## src/rtl/stack_ctrl_if.sv

```systemverilog
// Request/response bundle between a stack client and stack_ctrl.
// The master drives requests; the slave returns memory-array control and status.
interface stack_ctrl_if #(
  parameter int DATA_WIDTH = 4
);
  logic                  push_req;
  logic [DATA_WIDTH-1:0] wr_data;
  logic                  pop_req;
  logic                  multi_req;
  logic [3:0]            rd_cnt;
  logic [7:0]            sp;
  logic                  stack_push;
  logic                  stack_pop;
  logic                  stack_citajVise;
  logic [DATA_WIDTH-1:0] mem_wdata;
  logic                  full;
  logic                  empty;
  logic                  busy;
  logic                  rd_valid;
  logic                  overflow;
  logic                  underflow;

  modport master (
    output push_req, wr_data, pop_req, multi_req, rd_cnt,
    input  sp, stack_push, stack_pop, stack_citajVise, mem_wdata,
    input  full, empty, busy, rd_valid, overflow, underflow
  );

  modport slave (
    input  push_req, wr_data, pop_req, multi_req, rd_cnt,
    output sp, stack_push, stack_pop, stack_citajVise, mem_wdata,
    output full, empty, busy, rd_valid, overflow, underflow
  );
endinterface

```

## src/rtl/stack_ctrl.sv

```systemverilog
// Stack pointer / strobe controller for an external memory array (push, pop, multi-read).
// Define STACK_STICKY_ERR_EN to make overflow/underflow sticky until reset.
module stack_ctrl #(
  parameter int DATA_WIDTH  = 4,
  parameter int STACK_DEPTH = 16
) (
  input logic      clk,
  input logic      rst_edge,
  stack_ctrl_if.slave bus
);

`ifdef STACK_STICKY_ERR_EN
  localparam bit STICKY = 1'b1;
`else
  localparam bit STICKY = 1'b0;
`endif

  localparam logic [7:0] DEPTH = 8'(STACK_DEPTH);

  typedef enum logic [1:0] {IDLE, POP_HOLD, MULTI} state_t;

  state_t                state;
  logic [7:0]            count;
  logic [7:0]            sp;
  logic [DATA_WIDTH-1:0] mem_wdata;
  logic                  stack_push;
  logic                  stack_pop;
  logic                  citaj;
  logic                  busy;
  logic                  rd_stage;
  logic                  rd_valid;
  logic                  overflow;
  logic                  underflow;
  logic [3:0]            n_cnt;
  logic [4:0]            phase;

  logic full, empty;
  logic pop_sel, push_sel, multi_sel;
  logic pop_ok, pop_bad, push_ok, push_bad, multi_ok, multi_bad;

  assign full  = (count == DEPTH);
  assign empty = (count == 8'd0);

  // Requests are only looked at while idle; pop beats push beats multi.
  assign pop_sel   = !busy && bus.pop_req;
  assign push_sel  = !busy && !bus.pop_req && bus.push_req;
  assign multi_sel = !busy && !bus.pop_req && !bus.push_req && bus.multi_req;

  assign pop_ok    = pop_sel && !empty;
  assign pop_bad   = pop_sel && empty;
  assign push_ok   = push_sel && !full;
  assign push_bad  = push_sel && full;
  assign multi_ok  = multi_sel && (bus.rd_cnt != 4'd0) && ({4'd0, bus.rd_cnt} <= count);
  assign multi_bad = multi_sel && !multi_ok;

  // Read data trails each pop/multi-read strobe by two cycles, hence the two-stage rd pipe.
  always_ff @(posedge clk) begin
    if (rst_edge) begin
      state      <= IDLE;
      count      <= 8'd0;
      sp         <= 8'd0;
      mem_wdata  <= '0;
      stack_push <= 1'b0;
      stack_pop  <= 1'b0;
      citaj      <= 1'b0;
      busy       <= 1'b0;
      rd_stage   <= 1'b0;
      rd_valid   <= 1'b0;
      overflow   <= 1'b0;
      underflow  <= 1'b0;
      n_cnt      <= 4'd0;
      phase      <= 5'd0;
    end else begin
      stack_push <= 1'b0;
      stack_pop  <= 1'b0;
      citaj      <= 1'b0;
      rd_stage   <= stack_pop | citaj;
      rd_valid   <= rd_stage;
      overflow   <= push_bad | (STICKY & overflow);
      underflow  <= pop_bad | multi_bad | (STICKY & underflow);

      case (state)
        IDLE: begin
          if (pop_ok) begin
            stack_pop <= 1'b1;
            sp        <= count - 8'd1;
            count     <= count - 8'd1;
            busy      <= 1'b1;
            state     <= POP_HOLD;
          end else if (push_ok) begin
            stack_push <= 1'b1;
            sp         <= count;
            mem_wdata  <= bus.wr_data;
            count      <= count + 8'd1;
          end else if (multi_ok) begin
            citaj <= 1'b1;
            sp    <= count - 8'd1;
            busy  <= 1'b1;
            n_cnt <= bus.rd_cnt;
            phase <= 5'd1;
            state <= MULTI;
          end
        end

        POP_HOLD: begin
          busy  <= 1'b0;
          state <= IDLE;
        end

        // phase k is the k-th cycle after acceptance; sp holds top for two cycles, then walks down.
        MULTI: begin
          if (phase == ({1'b0, n_cnt} + 5'd1)) begin
            busy  <= 1'b0;
            state <= IDLE;
          end else begin
            phase <= phase + 5'd1;
            citaj <= (phase < {1'b0, n_cnt});
            if (phase >= 5'd2) sp <= sp - 8'd1;
          end
        end

        default: begin
          busy  <= 1'b0;
          state <= IDLE;
        end
      endcase
    end
  end

  assign bus.sp              = sp;
  assign bus.stack_push      = stack_push;
  assign bus.stack_pop       = stack_pop;
  assign bus.stack_citajVise = citaj;
  assign bus.mem_wdata       = mem_wdata;
  assign bus.full            = full;
  assign bus.empty           = empty;
  assign bus.busy            = busy;
  assign bus.rd_valid        = rd_valid;
  assign bus.overflow        = overflow;
  assign bus.underflow       = underflow;

endmodule

```

## src/flat_wrapper.sv

```systemverilog
// flat-port wrapper written by rule: the top's interface ports become plain ports
module stack_ctrl_flat 
#(
  parameter int DATA_WIDTH  = 4,
  parameter int STACK_DEPTH = 16
)
  (clk, rst_edge, bus_push_req, bus_wr_data, bus_pop_req, bus_multi_req, bus_rd_cnt, bus_sp, bus_stack_push, bus_stack_pop, bus_stack_citajVise, bus_mem_wdata, bus_full, bus_empty, bus_busy, bus_rd_valid, bus_overflow, bus_underflow);
  stack_ctrl_if #(.DATA_WIDTH(DATA_WIDTH)) bus_i ();
  input logic clk;
  input logic rst_edge;
  input wire logic [$bits(bus_i.push_req)-1:0] bus_push_req;
  input wire logic [$bits(bus_i.wr_data)-1:0] bus_wr_data;
  input wire logic [$bits(bus_i.pop_req)-1:0] bus_pop_req;
  input wire logic [$bits(bus_i.multi_req)-1:0] bus_multi_req;
  input wire logic [$bits(bus_i.rd_cnt)-1:0] bus_rd_cnt;
  output wire logic [$bits(bus_i.sp)-1:0] bus_sp;
  output wire logic [$bits(bus_i.stack_push)-1:0] bus_stack_push;
  output wire logic [$bits(bus_i.stack_pop)-1:0] bus_stack_pop;
  output wire logic [$bits(bus_i.stack_citajVise)-1:0] bus_stack_citajVise;
  output wire logic [$bits(bus_i.mem_wdata)-1:0] bus_mem_wdata;
  output wire logic [$bits(bus_i.full)-1:0] bus_full;
  output wire logic [$bits(bus_i.empty)-1:0] bus_empty;
  output wire logic [$bits(bus_i.busy)-1:0] bus_busy;
  output wire logic [$bits(bus_i.rd_valid)-1:0] bus_rd_valid;
  output wire logic [$bits(bus_i.overflow)-1:0] bus_overflow;
  output wire logic [$bits(bus_i.underflow)-1:0] bus_underflow;
  assign bus_i.push_req = bus_push_req;
  assign bus_i.wr_data = bus_wr_data;
  assign bus_i.pop_req = bus_pop_req;
  assign bus_i.multi_req = bus_multi_req;
  assign bus_i.rd_cnt = bus_rd_cnt;
  assign bus_sp = bus_i.sp;
  assign bus_stack_push = bus_i.stack_push;
  assign bus_stack_pop = bus_i.stack_pop;
  assign bus_stack_citajVise = bus_i.stack_citajVise;
  assign bus_mem_wdata = bus_i.mem_wdata;
  assign bus_full = bus_i.full;
  assign bus_empty = bus_i.empty;
  assign bus_busy = bus_i.busy;
  assign bus_rd_valid = bus_i.rd_valid;
  assign bus_overflow = bus_i.overflow;
  assign bus_underflow = bus_i.underflow;
  stack_ctrl #(.DATA_WIDTH(DATA_WIDTH), .STACK_DEPTH(STACK_DEPTH)) u_core (.clk(clk), .rst_edge(rst_edge), .bus(bus_i));
endmodule
```

## config.mk

```make
export PLATFORM = sky130hd
export DESIGN_NAME = stack_ctrl_flat
export DESIGN_NICKNAME = d
export VERILOG_FILES = /design/src/rtl/stack_ctrl_if.sv /design/src/rtl/stack_ctrl.sv /design/src/flat_wrapper.sv
export SDC_FILE = /design/constraint.sdc
export NUM_CORES = 1
export LEC_CHECK = 0
export BUFFER_PORTS_ARGS = -buffer_cell sky130_fd_sc_hd__buf_2
export CORE_UTILIZATION = 51
export DETAILED_ROUTE_END_ITERATION = 10
export PLACE_DENSITY = 0.84
export SYNTH_ARGS = -nofsm -noshare
export SYNTH_HDL_FRONTEND = slang
export SYNTH_SLANG_ARGS = --single-unit
export TNS_END_PERCENT = 10
```

## constraint.sdc

```tcl
create_clock -name clk -period 2.3 [get_ports clk]
set_clock_uncertainty 0.1 [all_clocks]
set_input_delay 0.115 -clock clk [delete_from_list [all_inputs] [get_ports clk]]
set_output_delay 0.115 -clock clk [all_outputs]
set_load 0.03 [all_outputs]
```

==> key figures <==
Worst setup path
  – Worst-path cell chain: ha_2, nor3b_1, o211ai_1, a311oi_1, buf_4, or2_4, buf_4, or4_4, a21oi_2
  – Crit path top cell by count: buf_4
  – CP peak stage delay: 0.52 ns
  – CP endpoint kind: register
  – CP startpoint kind: register
  – Req. time, crit path: 2.42 ns
  – Cell family with most CP delay: simple AND/OR/NAND/NOR gates
  – Worst reg2reg path startpoint: u_core.n_cnt[0]
  – Crit path arrival time: 2.43 ns
  – Largest fanout on the critical path: 4
  – WS Path Type: register to register
  – Worst path slowest cell: or4_4
  – Buffer and inverter count on the worst path: 2
  – Crit path launch: u_core.n_cnt[0]

Floorplanning
  – Rows: 25
  – Starting density of the core: 53.2%
  – Core area: 4750 sq um
  – Top-Level Pins: 34
  – Die X: 72.5 microns
  – Die area: 5250 sq um
  – Die Y: 72.5 microns

Timing
  – Slew Viols, Final: 0
  – Sum of negative setup slack: -0.00342 ns
  – Final period utilization: 100%
  – Final setup vio count: 1
  – Relative slew slack: 62.1%
  – Final min period: 2.30 ns
  – Least-Margin Pin Slew: 0.568 ns
  – RSZ-0062 raised after global routing: true
  – Setup WS post-layout: -0.00342 ns
  – Final Hold Viols: 0
  – Max Freq: 434 MHz

Clock tree
  – CTS HTree Levels: 2
  – Worst-path clk slew: 0.08 ns
  – CTS Buf Count: 5
  – Clk Latency, worst-skew pair: 0.29 ns
  – Clock sinks: 39
  – Root buffer cell: clkbuf_8
  – CTS tree: built
  – Worst-case clock buffer depth: 2

Global routing
  – Grt total ovfl: 0
  – First-pass GRT wire length: 11.2 mm
  – Aggregate global-route resource usage: 27.2%
  – Largest net degree at the start of global routing: 37
  – Number of global-route vias before repair: 2,365
  – Initial antenna violation count: 0

Yosys
  – Synth Cell Area: 2530 sq um
  – Syn Area/Cell: 8.33 sq um
  – Synthesis Warnings: 0
  – Area fraction of the dominant cell type after synthesis: 30.8%
  – Area contributors post-synth: dfxtp_1 31%, ha_1 6.9%, nor2_1 4.6%
  – Area leader, netlist: dfxtp_1
  – Syn_nets: 331
  – Main synth FF type: dfxtp_1
  – FF+latch count, synth: 39
  – Library cells used by synthesis: 62
  – Syn Inst Count: 304
  – Post-synthesis sequential area ratio: 30.8%
  – Number of synthesized flops with an enable pin: 0
  – Post-synth ARST share: 0%

Power
  – Power Density: 1380 nW/um^2
  – Peak supply drop: 756 uV
  – Static leakage: 0.00139 uW

Drt
  – Initial DRT Pass Iterations: 5
  – Vias/cell: 6.01
  – Routed vias: 2,640
  – Final wirelength: 7.02 mm
  – Remaining antenna violation count: 0
  – DRC violations left: 0
  – Routed WL per cell: 16.0 microns
  – DR iter-0 viols: 159

Finish
  – Layout Cells excl Fill: 439
  – ANT cells: 0
  – Most frequent cells in the layout: 39 x buf_4, 35 x dfxtp_1, 32 x buf_2, 30 x nor2_1, 16 x a21oi_1
  – Area of the multi-input gates: 1710 sq um
  – Share of layout cells above drive strength 1: 32.5%
  – Utilization after layout: 68.8%
  – Nets: 398
  – Final-layout fill cell count: 376
  – Area Growth Syn to Fin: 29.3%
  – Sequential Area: 786 sq um
  – Most common cell after layout, fill and taps aside: buf_4

Outcome
  – Status: finished, violations left
  – Failing checks: negative setup slack

Place
  – RePlAce Congestion: 0.969
  – IO Port Bufs: 33
  – Placed cells: 425
  – Final HPWL DP: 4.83 mm

Job
  – Max cap viols: 0

Min path
  – Hold path start: bus_rd_cnt[2]
  – Hold Crit Class: input port to register
-- worst reg2reg max path, cell delays in order, from the launching register on --
cell and delay (ns):
dfxtp_2 0.33, ha_2 0.19, nor3b_1 0.14, o211ai_1 0.16, a311oi_1 0.11, buf_4 0.15, or2_4 0.26, buf_4 0.14
or4_4 0.52, a21oi_2 0.14
-- flip-flops by register name, summed over array words and instances, names as in the netlist --
register and cells:
u_core.count 8, u_core.rd_stage 1, u_core.bus.sp 8, u_core.bus.stack_pop 1, u_core.bus.mem_wdata 4, u_core.bus.overflow 1, u_core.phase 5, u_core.bus.underflow 1
u_core.state 2, u_core.n_cnt 4, u_core.bus.stack_citajVise 1, u_core.bus.busy 1, u_core.bus.rd_valid 1, u_core.bus.stack_push 1
-- cell usage after synthesis, types with 10 or more instances --
library cell,count
dfxtp_1,39
nor2b_1,10
clkbuf_1,12
nor3_1,13
o21ai_0,12
a21oi_1,19
xnor2_1,12
nand2_1,10
nor2_1,31
inv_1,16
ha_1,14
-- layout make-up --
class,count,share of cell area [%]
multi-input cells,230,52.2
flip-flops and latches,39,24.0
repair buffers,79,16.7
well taps,67,2.56
clock buffers,6,2.22
inverters,16,1.84
clock inverters,2,0.382
-- through the flow --
step	total power, uW	hold slack, ns	setup WS [ns]	instance area (sq um)
CTS	4290	0.00938	0.000885	3200
global placement	3640	0.250	-0.0432	3000
floorplan	2850	0.162	-0.0499	2540
global route	4800	0.0431	-0.137	3270
finish	4500	0.0120	-0.00342	3270
detailed placement	3700	0.264	-0.108	3000
-- metal layers --
| layer | track usage, % | part of all wire, % | vias to the layer above |
|---|---|---|---|
| met5 | 0 | 0 | - |
| li1 | - | - | 1258 |
| met2 | 43.2 | 47 | 125 |
| met4 | 11.1 | 3.5 | 0 |
| met3 | 4.58 | 5.8 | 28 |
| met1 | 36.7 | 44 | 1229 |
-- report_power, final --
group | total, uW | switching (uW) | internal (uW)
Sequential | 965 | 137 | 829
Combinational | 3080 | 1730 | 1350
Clock | 459 | 247 | 212
-- repair_timing --
item | in CTS | in global routing
hold buffers | 5 | 0
endpoints found under the hold margin | 5 | 0
buffers inserted | 2 | 1
endpoints found under the setup margin | 2 | 21
resized for setup | 8 | 22
pin swaps | 4 | 8
-- cells by family (layout without fill, tap and decap cells) --
logic type,count (synthesis),after routing,synth area share (%)
AND/OR/NAND/NOR,120,120,26.5
AO/OA/AOI/OAI,74,74,21.8
flip-flops,39,39,30.8
buffers and inverters,35,103,5.83
adder cells (fa/ha/maj),14,14,6.92
XOR/XNOR,13,13,4.50
multiplexers,9,9,3.56
-- worst paths after layout --
path / to / slack [ns] / cells after the start
max: u_core.bus.sp[6] / -0.003 / 9
max reg2reg: u_core.bus.sp[6] / -0.003 / 9
min: u_core.n_cnt[2] / 0.01 / 3
min reg2reg: u_core.bus.rd_valid / 0.34 / 1
No activity file was read; power rests on OpenSTA's default activity.
